File: src/rtl/mem_fifo_pkg.sv
// Shared constants for the packet-RAM FIFO controller and its prefetch buffer.
package mem_fifo_pkg;

    localparam int DATA_W     = 64;          // payload width, matches the RAM word
    localparam int DEPTH      = 4;           // RAM entries
    localparam int ADDR_W     = 2;           // log2(DEPTH)
    localparam int RD_LAT     = 2;           // clocks from mem_rd_en sample to valid mem_rd_data
    localparam int OBUF_DEPTH = RD_LAT + 2;  // prefetch buffer entries

    localparam int MEM_CNT_W  = 3;           // holds 0..DEPTH
    localparam int OBUF_CNT_W = 3;           // holds 0..OBUF_DEPTH
    localparam int LEVEL_W    = 4;           // holds 0..DEPTH+OBUF_DEPTH

    localparam logic [MEM_CNT_W-1:0]  MEM_FULL  = MEM_CNT_W'(DEPTH);
    localparam logic [OBUF_CNT_W-1:0] OBUF_FULL = OBUF_CNT_W'(OBUF_DEPTH);

    // Number of reads currently travelling through the RAM pipeline.
    function automatic logic [OBUF_CNT_W-1:0] count_ones(input logic [RD_LAT-1:0] bits);
        logic [OBUF_CNT_W-1:0] total;
        total = '0;
        for (int i = 0; i < RD_LAT; i++) begin
            total = total + OBUF_CNT_W'(bits[i]);
        end
        return total;
    endfunction

endpackage

File: src/rtl/mem_rd_prefetch_buf.sv
// Small register FIFO that catches RAM read data and presents a zero-latency head.
// The controller's credit accounting guarantees a push never meets a full buffer.
module mem_rd_prefetch_buf
    import mem_fifo_pkg::*;
(
    input  logic                  clk,
    input  logic                  rst,
    input  logic                  push,
    input  logic [DATA_W-1:0]     push_data,
    input  logic                  pop,
    output logic [DATA_W-1:0]     head_data,
    output logic [OBUF_CNT_W-1:0] count
);

    localparam int PTR_W = $clog2(OBUF_DEPTH);

    logic [DATA_W-1:0] entries [OBUF_DEPTH];
    logic [PTR_W-1:0]  wr_ptr;
    logic [PTR_W-1:0]  rd_ptr;
    logic              do_push;
    logic              do_pop;

    assign do_pop    = pop && (count != '0);
    assign do_push   = push && (count != OBUF_FULL);
    assign head_data = entries[rd_ptr];

    // Storage, pointers and occupancy; push and pop in one cycle are both honoured.
    always_ff @(posedge clk) begin
        if (rst) begin
            wr_ptr <= '0;
            rd_ptr <= '0;
            count  <= '0;
            for (int i = 0; i < OBUF_DEPTH; i++) begin
                entries[i] <= '0;
            end
        end else begin
            if (do_push) begin
                entries[wr_ptr] <= push_data;
                wr_ptr          <= wr_ptr + PTR_W'(1);
            end
            if (do_pop) begin
                rd_ptr <= rd_ptr + PTR_W'(1);
            end
            case ({do_push, do_pop})
                2'b10:   count <= count + OBUF_CNT_W'(1);
                2'b01:   count <= count - OBUF_CNT_W'(1);
                default: count <= count;
            endcase
        end
    end

endmodule

File: src/rtl/mem_fifo_ctrl.sv
// FIFO controller owning both ports of the 4x64 packet RAM. Writes go straight
// to the RAM; reads are issued ahead of demand into a prefetch buffer so the
// consumer sees a zero-latency stream despite the RAM's fixed read latency.
//
// Handshakes: a word moves on a port exactly on a clock edge where valid and
// ready are both 1. in_ready and out_valid depend only on registered state
// (and rst), never on the partner's valid/ready in the same cycle.
module mem_fifo_ctrl
    import mem_fifo_pkg::*;
(
    input  logic               clk,
    input  logic               rst,
    input  logic               in_valid,
    output logic               in_ready,
    input  logic [DATA_W-1:0]  in_data,
    output logic               out_valid,
    input  logic               out_ready,
    output logic [DATA_W-1:0]  out_data,
    output logic               mem_wr_en,
    output logic [ADDR_W-1:0]  mem_wr_addr,
    output logic [DATA_W-1:0]  mem_wr_data,
    output logic               mem_rd_en,
    output logic [ADDR_W-1:0]  mem_rd_addr,
    input  logic [DATA_W-1:0]  mem_rd_data,
    output logic [LEVEL_W-1:0] level
);

    logic [ADDR_W-1:0]     wr_ptr;
    logic [ADDR_W-1:0]     rd_ptr;
    logic [MEM_CNT_W-1:0]  mem_count;
    logic [RD_LAT-1:0]     rd_pipe;
    logic [OBUF_CNT_W-1:0] inflight;
    logic [OBUF_CNT_W-1:0] obuf_count;
    logic                  accept;
    logic                  issue;
    logic                  land;
    logic                  pop;

    // mem_count excludes this cycle's write, so a slot is never read while written.
    assign in_ready    = !rst && (mem_count != MEM_FULL);
    assign accept      = in_valid && in_ready;
    assign mem_wr_en   = accept;
    assign mem_wr_addr = wr_ptr;
    assign mem_wr_data = in_data;

    // Issue only when the buffer has a guaranteed slot for every read in flight.
    assign inflight    = count_ones(rd_pipe);
    assign issue       = !rst && (mem_count != '0) && ((obuf_count + inflight) < OBUF_FULL);
    assign mem_rd_en   = issue;
    assign mem_rd_addr = rd_ptr;

    // The oldest pipe bit marks a cycle where RAM read data is valid.
    assign land      = rd_pipe[RD_LAT-1];
    assign out_valid = (obuf_count != '0);
    assign pop       = out_valid && out_ready;

    assign level = LEVEL_W'(mem_count) + LEVEL_W'(inflight) + LEVEL_W'(obuf_count);

    // Pointers, RAM occupancy and the in-flight read valid pipe.
    always_ff @(posedge clk) begin
        if (rst) begin
            wr_ptr    <= '0;
            rd_ptr    <= '0;
            mem_count <= '0;
            rd_pipe   <= '0;
        end else begin
            if (accept) begin
                wr_ptr <= wr_ptr + ADDR_W'(1);
            end
            if (issue) begin
                rd_ptr <= rd_ptr + ADDR_W'(1);
            end
            case ({accept, issue})
                2'b10:   mem_count <= mem_count + MEM_CNT_W'(1);
                2'b01:   mem_count <= mem_count - MEM_CNT_W'(1);
                default: mem_count <= mem_count;
            endcase
            rd_pipe <= {rd_pipe[RD_LAT-2:0], issue};
        end
    end

    mem_rd_prefetch_buf u_obuf (
        .clk       (clk),
        .rst       (rst),
        .push      (land),
        .push_data (mem_rd_data),
        .pop       (pop),
        .head_data (out_data),
        .count     (obuf_count)
    );

endmodule
File: config.mk
export PLATFORM = sky130hd
export DESIGN_NAME = mem_fifo_ctrl
export DESIGN_NICKNAME = d
export VERILOG_FILES = /design/src/rtl/mem_fifo_pkg.sv /design/src/rtl/mem_rd_prefetch_buf.sv /design/src/rtl/mem_fifo_ctrl.sv
export SDC_FILE = /design/constraint.sdc
export NUM_CORES = 1
export LEC_CHECK = 0
export BUFFER_PORTS_ARGS = -buffer_cell sky130_fd_sc_hd__buf_2
export CORE_AREA = 2 2 207 209
export CTS_BUF_LIST = sky130_fd_sc_hd__clkbuf_8
export CTS_CLUSTER_DIAMETER = 40
export DETAILED_ROUTE_END_ITERATION = 12
export DIE_AREA = 0 0 209 211
export PLACE_DENSITY_LB_ADDON = 0.12
export SYNTH_ARGS = -nofsm -noshare
export SYNTH_HDL_FRONTEND = slang
export SYNTH_SLANG_ARGS = --single-unit
File: constraint.sdc
create_clock -name clk -period 6.3 [get_ports clk]
set_clock_uncertainty 0.1 [all_clocks]
set_input_delay 0.945 -clock clk [delete_from_list [all_inputs] [get_ports clk]]
set_output_delay 0.945 -clock clk [all_outputs]
set_load 0.005 [all_outputs]
==> results.json, run 1 <==
{
  "relSlewSlack_pct": 35.34,
  "tns_ns": 0,
  "synth.area.top_cells": "edfxtp_1 (62%), and2_1 (13%), mux4_2 (12%)",
  "fin_cells": 1485,
  "drc": 0,
  "final_util_pct": 34.63,
  "first_pass_iters": 4,
  "worst_skew_pair.late_latency_ns": 0.60,
  "timing.final.ws_setup_ns": 2.369,
  "grt_pass1_wl_mm": 46.36,
  "period_minus_slack_ns": 3.931,
  "dp_slack_ns": 2.774,
  "synth_area_leader_cell": "edfxtp_1",
  "hp-class": "flip-flop to flip-flop",
  "synth_compound_area_share_pct": 1.017,
  "cp_max_fo": 42,
  "row_count": 75,
  "required_ns": 5.25,
  "synth_cells": 792,
  "vias_per_cell": 4.485,
  "post-cts-setup-buffers": 0,
  "slowest_delay_ns": 0.92,
  "synth_nets": 935,
  "synth_edf_count": 256,
  "grt_usage_pct": 14.14,
  "cp-start-kind": "flip-flop",
  "grt_overflow": 0,
  "synth_top_family_by_area": "simple AND/OR/NAND/NOR gates",
  "cts_tree": "yes",
  "fin_nets": 1042,
  "clk_pin_slew_ns": 0.06,
  "critPathBufInv": 2,
  "gp_congestion": 0.7067,
  "syn2layout_area_growth_pct": 16.35,
  "io_buffers": 143,
  "path_cells": "buf_4, mux4_2, buf_2",
  "rsz0062_at_grt": "false",
  "critical_path_class": "flip-flop to primary output",
  "antenna_found_initial": 3,
  "yosys_warnings": 0,
  "ys.flop_type": "edfxtp_1",
  "holdWs_ns": 0.3960,
  "yosys.area_share.simple_pct": 14.75,
  "synth_cell_types": 39,
  "dp.cells": 1380,
  "synth.avg_cell_area_um2": 15.69,
  "place_hpwl_mm": 16.72,
  "cp.arrival_ns": 2.89,
  "core_area_um2": 41760,
  "drt.antenna.violating_nets": 0,
  "hold_buffers": 0,
  "synth_mux_area_share_pct": 11.60,
  "p_per_area_nw_per_um2": 334.7,
  "slowest_stage": "dfxtp_4",
  "drt_iter0_markers": 303,
  "setup_violations": 0,
  "slew_viol_final": 0,
  "wl_per_cell_um": 20.45,
  "fmax_ghz": 0.2544,
  "path_delay_family": "flip-flops",
  "grt_max_degree": 65,
  "initial_core_util_pct": 29.76,
  "clockBufferDepth": 3,
  "crit_path_end_kind": "primary output",
  "grt_pass1_vias": 7315,
  "cts.sinks": 274,
  "synthAdderAreaFrac_pct": 1.349,
  "seq_area_frac_synth_pct": 64.75,
  "die_w_um": 209,
  "drive_gt1_share_pct": 32.84,
  "num_io_pins": 272,
  "h-tree-depth": 2,
  "status": "completed",
  "ctsResizeCount": 0,
  "synth_seq_cells": 274,
  "fp.dieH_um": 211,
  "numCtsBuffers": 56,
  "finalHoldViolations": 0,
  "vias": 6660,
  "synth_top_area_share_pct": 61.85,
  "cap_violations": 0,
  "die-area_um2": 44100,
  "cts-root-buf": "clkbuf_8",
  "synth_commonest_cells": "and2_1 (256), edfxtp_1 (256), buf_4 (64), mux4_2 (64), clkbuf_1 (23)",
  "p_leak_uw": 0.005514,
  "netlist_area_um2": 12430,
  "wirelength_mm": 30.37,
  "post_synth_xor_area_fraction_pct": 0.9160,
  "fin_crit_sh_pct": 62.40,
  "worst_pin_slew_ns": 0.9698,
  "ir_drop_mv": 0.2452,
  "async_reset_ff_share_pct": 0
}
registers in the layout, summed over array words and instances (netlist names), named ones only:
name / flops
u_obuf.rd_ptr: 2
rd_pipe: 2
mem_wr_addr: 2
u_obuf.wr_ptr: 2
u_obuf.entries: 256
mem_count: 3
mem_rd_addr: 2
u_obuf.count: 3
area by class of cell:
| class | count | area [µm²] |
|---|---|---|
| antenna | 2 | 5.005 |
| clock buffer | 59 | 812.0 |
| clock inverter | 44 | 336.6 |
| fill | 4028 | 27300 |
| inverter | 10 | 37.54 |
| multi-input combinational | 402 | 3735 |
| sequential | 274 | 8055 |
| tap | 539 | 674.4 |
| timing repair buffer | 155 | 805.8 |
layout by cell type, fill, tap and decap left out, types with 3 or more instances in the layout:
| cell type | synthesis | routed |
|---|---|---|
| clkinv_1 | 0 | 8 |
| clkinvlp_4 | 0 | 3 |
| clkinv_4 | 0 | 6 |
| ha_1 | 7 | 7 |
| buf_4 | 64 | 12 |
| mux4_2 | 64 | 64 |
| bufinv_16 | 0 | 4 |
| or3_1 | 5 | 5 |
| dfxtp_1 | 18 | 16 |
| xor2_1 | 9 | 9 |
| nor2_1 | 15 | 14 |
| o21ai_0 | 3 | 3 |
| buf_2 | 7 | 143 |
| fa_1 | 4 | 4 |
| xnor2_1 | 4 | 4 |
| clkbuf_8 | 0 | 59 |
| a21oi_1 | 7 | 7 |
| inv_1 | 10 | 25 |
| nand2_1 | 4 | 4 |
| edfxtp_1 | 256 | 256 |
| clkinv_2 | 0 | 6 |
| and2_1 | 256 | 256 |
final timing paths:
check,start,to,slack (ns),cells after the start
hold reg to reg,rd_pipe[0],rd_pipe[1],0.40,1
setup reg to reg,rd_pipe[1],mem_count[2],3.31,10
setup / recovery,flip-flop,out_data[53],2.37,3
hold / removal,rd_pipe[0],rd_pipe[1],0.40,1
power by group:
group          total, µW  leakage, µW  internal, µW  switching (µW)
logic                715      0.00209           360             354
registers           2250      0.00279          2140             113
clock network       1870     0.000633          1040             826
total               4840      0.00551          3550            1290
kinds of logic (layout without fill, tap and decap cells):
family / after synthesis / after routing
AO/OA/AOI/OAI: 19 / 19
XOR/XNOR: 13 / 13
adder cells (fa/ha/maj): 11 / 11
buffers and inverters: 116 / 268
flip-flops: 274 / 274
multiplexers: 64 / 64
other: 0 / 2
AND/OR/NAND/NOR: 295 / 295
metal layers:
metal	vias up	part of all wire (%)	track usage [%]
met5	-	0.076	0
met4	4	2.9	5.616
met3	77	4.7	3.390
met2	177	47	22.56
met1	3369	45	18.63
li1	3033	-	-
through the flow:
step | cell area (µm²) | power, µW
floorplan | 12430 | 2739
global placement | 13310 | 3043
detailed placement | 13310 | 3040
CTS | 14460 | 4956
global route | 14460 | 5103
finish | 14460 | 4840
Power figures use the tool's default switching activity.
==> run 2, diff against run 1 <==
==> constraint.sdc (replaced) <==
create_clock -name clk -period 3.86 [get_ports clk]
set_clock_uncertainty 0.1 [all_clocks]
set_input_delay 0.579 -clock clk [delete_from_list [all_inputs] [get_ports clk]]
set_output_delay 0.579 -clock clk [all_outputs]
set_load 0.005 [all_outputs]
==> results.json, run 2 (synthesized netlist as in run 1, its figures left out) <==
{
  "status": "completed",
  "timing.final.ws_setup_ns": 0.5757,
  "io_buffers": 143,
  "post-cts-setup-buffers": 0,
  "p_sw_share_pct": 26.09,
  "cp-start-kind": "flip-flop",
  "p_leak_uw": 0.005524,
  "critical_path_class": "flip-flop to primary output",
  "fmax_ghz": 0.3045,
  "hold_buffers": 0,
  "internal-power_uw": 5798,
  "mostFrequentLayoutCells": "and2_1 (256), edfxtp_1 (256), buf_2 (143)",
  "grt_usage_pct": 14.30,
  "fin_crit_sh_pct": 85.09,
  "grt_max_degree": 65,
  "dp_slack_ns": 1.029,
  "fin_nets": 1043,
  "ir_drop_mv": 0.2122,
  "critPathBufInv": 1,
  "drt.antenna.violating_nets": 0,
  "p_per_area_nw_per_um2": 541.6,
  "ctsResizeCount": 0,
  "numCtsBuffers": 54,
  "vias": 6627,
  "path_cells": "ha_1, fa_1, ha_1, fa_1, xor2_1, buf_2",
  "grt_pass1_wl_mm": 46.69,
  "clk_pin_slew_ns": 0.06,
  "wl_per_cell_um": 20.75,
  "required_ns": 3.18,
  "vias_per_cell": 4.484,
  "fp.dieH_um": 211,
  "syn2layout_area_growth_pct": 16.52,
  "die_w_um": 209,
  "grt_overflow": 0,
  "cap_violations": 0,
  "slowest_delay_ns": 0.45,
  "grt_pass1_vias": 7375,
  "num_io_pins": 272,
  "clockBufferDepth": 3,
  "slew_viol_final": 0,
  "hp-class": "primary input to flip-flop",
  "first_pass_iters": 4,
  "cts_tree": "yes",
  "ff_latch_area_um2": 8055,
  "drc": 0,
  "setup_violations": 0,
  "period_minus_slack_ns": 3.284,
  "cts.sinks": 274,
  "p_sw_uw": 2047,
  "drive_gt1_share_pct": 32.06,
  "worst_skew_pair.late_latency_ns": 0.61,
  "slowest_stage": "dfxtp_1",
  "row_count": 75,
  "cp_max_fo": 6,
  "die-area_um2": 44100,
  "worst_pin_slew_ns": 0.8177,
  "relSlewSlack_pct": 45.49,
  "antenna_found_initial": 1,
  "wirelength_mm": 30.67,
  "cp.arrival_ns": 2.61,
  "largest_register_ffs": 256,
  "finalHoldViolations": 0,
  "p_seq_share_pct": 46.6,
  "tns_ns": 0,
  "rsz0062_at_grt": "false",
  "largestRegisters": "u_obuf.entries: 256 flops, mem_count: 3 flops, u_obuf.count: 3 flops",
  "h-tree-depth": 2,
  "diodes": 0,
  "place_hpwl_mm": 16.82,
  "crit_path_end_kind": "primary output",
  "power_frac_clock_pct": 37.7,
  "initial_core_util_pct": 29.76,
  "combPwrFrac_pct": 15.7,
  "core_area_um2": 41760,
  "cts-root-buf": "clkbuf_8",
  "drt_iter0_markers": 378,
  "n_fill_cell": 4030,
  "gp_congestion": 0.7000,
  "multi_input_area_um2": 3735,
  "path_delay_family": "adder cells",
  "top_register": "u_obuf.entries",
  "power.total_uw": 7844
}
==> run 2: changes by cell type in the layout (fill, tap and decap cells not counted), sizes merged <==
cell	change
buf	+3
diode	-2
clkinv	-9
clkbuf	-2
bufinv	+1
inv	+2
==> run 2: path summary, 6_finish.rpt <==
check	startpoint	to	slack [ns]	cells past startpoint
setup / recovery	rd_pipe[1]	level[3]	0.58	6
hold / removal	mem_rd_data[50]	u_obuf.entries[0][50]	0.18	2
setup reg to reg	rd_pipe[1]	mem_count[2]	1.04	10
hold reg to reg	rd_pipe[0]	rd_pipe[1]	0.38	1
==> run 2: through the flow <==
step,std cells,hold WS [ns],area [µm²],utilization (%)
2_1_floorplan,792,0.3682,12440,-
3_3_place_gp,1383,0.3807,13410,32.10
3_5_place_dp,1383,0.3824,13410,32.10
4_1_cts,1478,0.1125,14480,34.68
5_1_grt,1478,0.1404,14480,34.68
6_report,1478,0.1775,14480,34.68
==> run 2: cell type report <==
type / count / area share (%)
well taps: 539 / 4.657
repair buffers: 158 / 6.238
flip-flops and latches: 274 / 55.62
clock inverters: 38 / 2.022
inverters: 10 / 0.2592
clock buffers: 57 / 5.417
multi-input cells: 402 / 25.79
==> run 2: power by group through the flow <==
stage / combinational (µW) / clock [µW] / sequential, µW
detailed placement: 1280 / 0 / 3720
CTS: 1290 / 3070 / 3660
floorplan: 844 / 0 / 3620
finish: 1230 / 2960 / 3650
global placement: 1280 / 0 / 3720
global route: 1380 / 3190 / 3690
==> run 2: routing by layer <==
metal | up-vias | share of wire [%] | track usage (%)
met4 | 2 | 2.7 | 5.123
li1 | 3028 | - | -
met1 | 3354 | 44 | 18.68
met5 | - | 0.039 | 0
met2 | 162 | 48 | 23.24
met3 | 81 | 5.3 | 3.494
==> run 2: worst register-to-register path, delay by kind of cell (launching register included) <==
family          cells  cell delay [ns]
buf+inv             1             0.06
flops               1             0.45
compound gates      2             0.37
xor+xnor            2             0.32
fa+ha+maj           3             0.87
simple gates        2             0.56
==> run 3, diff against run 2 <==
--- a/config.mk
+++ b/config.mk
@@ -8,10 +8,11 @@
 export BUFFER_PORTS_ARGS = -buffer_cell sky130_fd_sc_hd__buf_2
 export CORE_AREA = 2 2 207 209
 export CTS_BUF_LIST = sky130_fd_sc_hd__clkbuf_8
-export CTS_CLUSTER_DIAMETER = 40
+export CTS_CLUSTER_DIAMETER = 150
 export DETAILED_ROUTE_END_ITERATION = 12
 export DIE_AREA = 0 0 209 211
 export PLACE_DENSITY_LB_ADDON = 0.12
 export SYNTH_ARGS = -nofsm -noshare
 export SYNTH_HDL_FRONTEND = slang
+export SYNTH_HIERARCHICAL = 1
 export SYNTH_SLANG_ARGS = --single-unit
==> constraint.sdc (replaced) <==
create_clock -name clk -period 3.86 [get_ports clk]
set_clock_uncertainty 0.1 [all_clocks]
set_input_delay 0.193 -clock clk [delete_from_list [all_inputs] [get_ports clk]]
set_output_delay 0.193 -clock clk [all_outputs]
set_load 0.005 [all_outputs]
==> results.json, run 3 <==
{
  "cp-start-kind": "flip-flop",
  "die-area_um2": 44100,
  "antenna_found_initial": 2,
  "vias_per_cell": 4.408,
  "cap_violations": 0,
  "n_fill_cell": 4069,
  "num_io_pins": 272,
  "first_pass_iters": 4,
  "synth_area_leader_cell": "edfxtp_1",
  "post-cts-setup-buffers": 0,
  "clk_pin_slew_ns": 0.06,
  "synth_nets": 930,
  "row_count": 75,
  "tns_ns": 0,
  "h-tree-depth": 2,
  "mostFrequentLayoutCells": "and2_1 (257), edfxtp_1 (256), buf_2 (143)",
  "seq_area_frac_synth_pct": 64.65,
  "synth_top_area_share_pct": 61.75,
  "wl_per_cell_um": 20.08,
  "grt_max_degree": 65,
  "clockBufferDepth": 3,
  "period_minus_slack_ns": 3.049,
  "vias": 6770,
  "fin_nets": 1103,
  "fp.dieH_um": 211,
  "cp_max_fo": 41,
  "critical_path_class": "flip-flop to flip-flop",
  "synth_cell_types": 35,
  "ir_drop_mv": 0.1913,
  "holdWs_ns": 0.09691,
  "synth_commonest_cells": "and2_1 (257), edfxtp_1 (256), buf_4 (65)",
  "synth_cells": 787,
  "rsz0062_at_grt": "false",
  "slew_viol_final": 0,
  "ys.flop_type": "edfxtp_1",
  "required_ns": 3.99,
  "worst_skew_pair.late_latency_ns": 0.61,
  "worst_pin_slew_ns": 1.032,
  "status": "completed",
  "initial_core_util_pct": 29.81,
  "numCtsBuffers": 49,
  "drt_iter0_markers": 277,
  "async_reset_ff_share_pct": 0,
  "relSlewSlack_pct": 30.93,
  "synth.most_common_cell": "and2_1",
  "finalHoldViolations": 0,
  "synth_edf_count": 256,
  "p_per_area_nw_per_um2": 455.8,
  "final_util_pct": 35.59,
  "top_register": "u_obuf/entries",
  "ctsResizeCount": 0,
  "wirelength_mm": 30.85,
  "core_area_um2": 41760,
  "largest_register_ffs": 256,
  "power.total_uw": 6774,
  "design_area_um2": 14860,
  "dpl-instance-area_um2": 13350,
  "crit_path_end_kind": "flip-flop",
  "fmax_ghz": 0.3280,
  "synth_seq_cells": 274,
  "largestRegisters": "u_obuf/entries: 256 flops, mem_count: 3 flops, u_obuf/count: 3 flops",
  "io_buffers": 143,
  "netlist_area_um2": 12450,
  "cp.arrival_ns": 3.17,
  "grt_usage_pct": 14.19,
  "place_hpwl_mm": 16.93,
  "synth.area.top_cells": "edfxtp_1 (62%), and2_1 (13%), mux4_2 (12%)",
  "drt.antenna.violating_nets": 0,
  "drive_gt1_share_pct": 29.15,
  "mostFrequentLayoutCell": "and2_1",
  "gp_congestion": 0.6703,
  "synth.avg_cell_area_um2": 15.82,
  "setup_violations": 0,
  "die_w_um": 209,
  "cts-root-buf": "clkbuf_8",
  "cts.sinks": 274,
  "yosys_warnings": 6,
  "hp-class": "primary input to flip-flop",
  "grt_pass1_vias": 7486,
  "cts_tree": "yes",
  "drc": 0,
  "fin_crit_sh_pct": 78.98,
  "grt_overflow": 0,
  "p_leak_uw": 0.005685,
  "grt_pass1_wl_mm": 46.15,
  "syn2layout_area_growth_pct": 19.40
}
run 3: changes by cell type after synthesis, sizes merged, moves of 2 or more:
cell    change
xor2        -3
clkbuf     -10
o21ai       +3
buf         +9
nor2        -3
o21bai      -2
run 3: stage by stage:
| stage | setup slack (ns) | instances |
|---|---|---|
| after floorplan | 0.7639 | 787 |
| after global placement | 0.7626 | 1382 |
| after detailed placement | 0.7116 | 1382 |
| after CTS | 0.6842 | 1534 |
| after global routing | 0.5602 | 1535 |
| final | 0.8113 | 1536 |
run 3: worst max-delay path, cell delays in order, from the launching register on:
cell      delay (ns)
dfxtp_1         0.54
nor3b_4         0.17
nand2b_1        0.26
o21ai_4         0.85
buf_4           0.71
run 3: area by class of cell:
class | count | area [µm²] | area share (%)
Inverter | 10 | 37.54 | 0.2525
Clock inverter | 34 | 131.4 | 0.8839
Timing Repair Buffer | 227 | 1524 | 10.25
Antenna cell | 2 | 5.005 | 0.03367
Tap cell | 539 | 674.4 | 4.537
Multi-Input combinational cell | 398 | 3720 | 25.03
Sequential cell | 274 | 8055 | 54.20
Clock buffer | 52 | 715.7 | 4.815
run 3: path summary, 6_finish.rpt:
| path | cells after the start | slack (ns) | endpoint | startpoint |
|---|---|---|---|---|
| setup / recovery | 4 | 0.81 | u_obuf/entries[2][3] | u_obuf/count[0] |
| hold / removal | 5 | 0.1 | u_obuf/rd_ptr[1] | out_ready |
| setup reg to reg | 4 | 0.81 | u_obuf/entries[2][3] | u_obuf/count[0] |
| hold reg to reg | 1 | 0.36 | mem_wr_addr[1] | mem_wr_addr[1] |
run 3: layer usage:
| metal | vias to the layer above | share of wire, % | global-route usage, % |
|---|---|---|---|
| li1 | 3143 | - | - |
| met1 | 3380 | 44 | 18.00 |
| met2 | 177 | 48 | 23.43 |
| met3 | 68 | 5.4 | 3.910 |
| met4 | 2 | 2.3 | 4.901 |
| met5 | - | 0.042 | 0 |
run 3: cells by family (layout without fill, tap and decap cells):
family / Yosys count / count (layout) / synth area share [%]
adder cells (fa/ha/maj): 11 / 11 / 1.407
multiplexers: 66 / 66 / 11.75
AO/OA/AOI/OAI: 18 / 18 / 0.8143
buffers and inverters: 115 / 323 / 5.870
other: 0 / 2 / 0
AND/OR/NAND/NOR: 294 / 294 / 14.88
flip-flops: 274 / 274 / 64.65
XOR/XNOR: 9 / 9 / 0.6333
run 3: where the power goes:
part	switching [µW]	total (µW)	leakage, µW	internal, µW
registers	82.4	3560	0.00279	3480
logic	433	802	0.00235	370
clock network	1180	2410	0.000539	1230
total	1700	6770	0.00569	5070
run 3: repair_timing:
action	CTS	global route
endpoints found under the setup margin	0	0
hold buffers	66	0
hold endpoints to repair	271	0
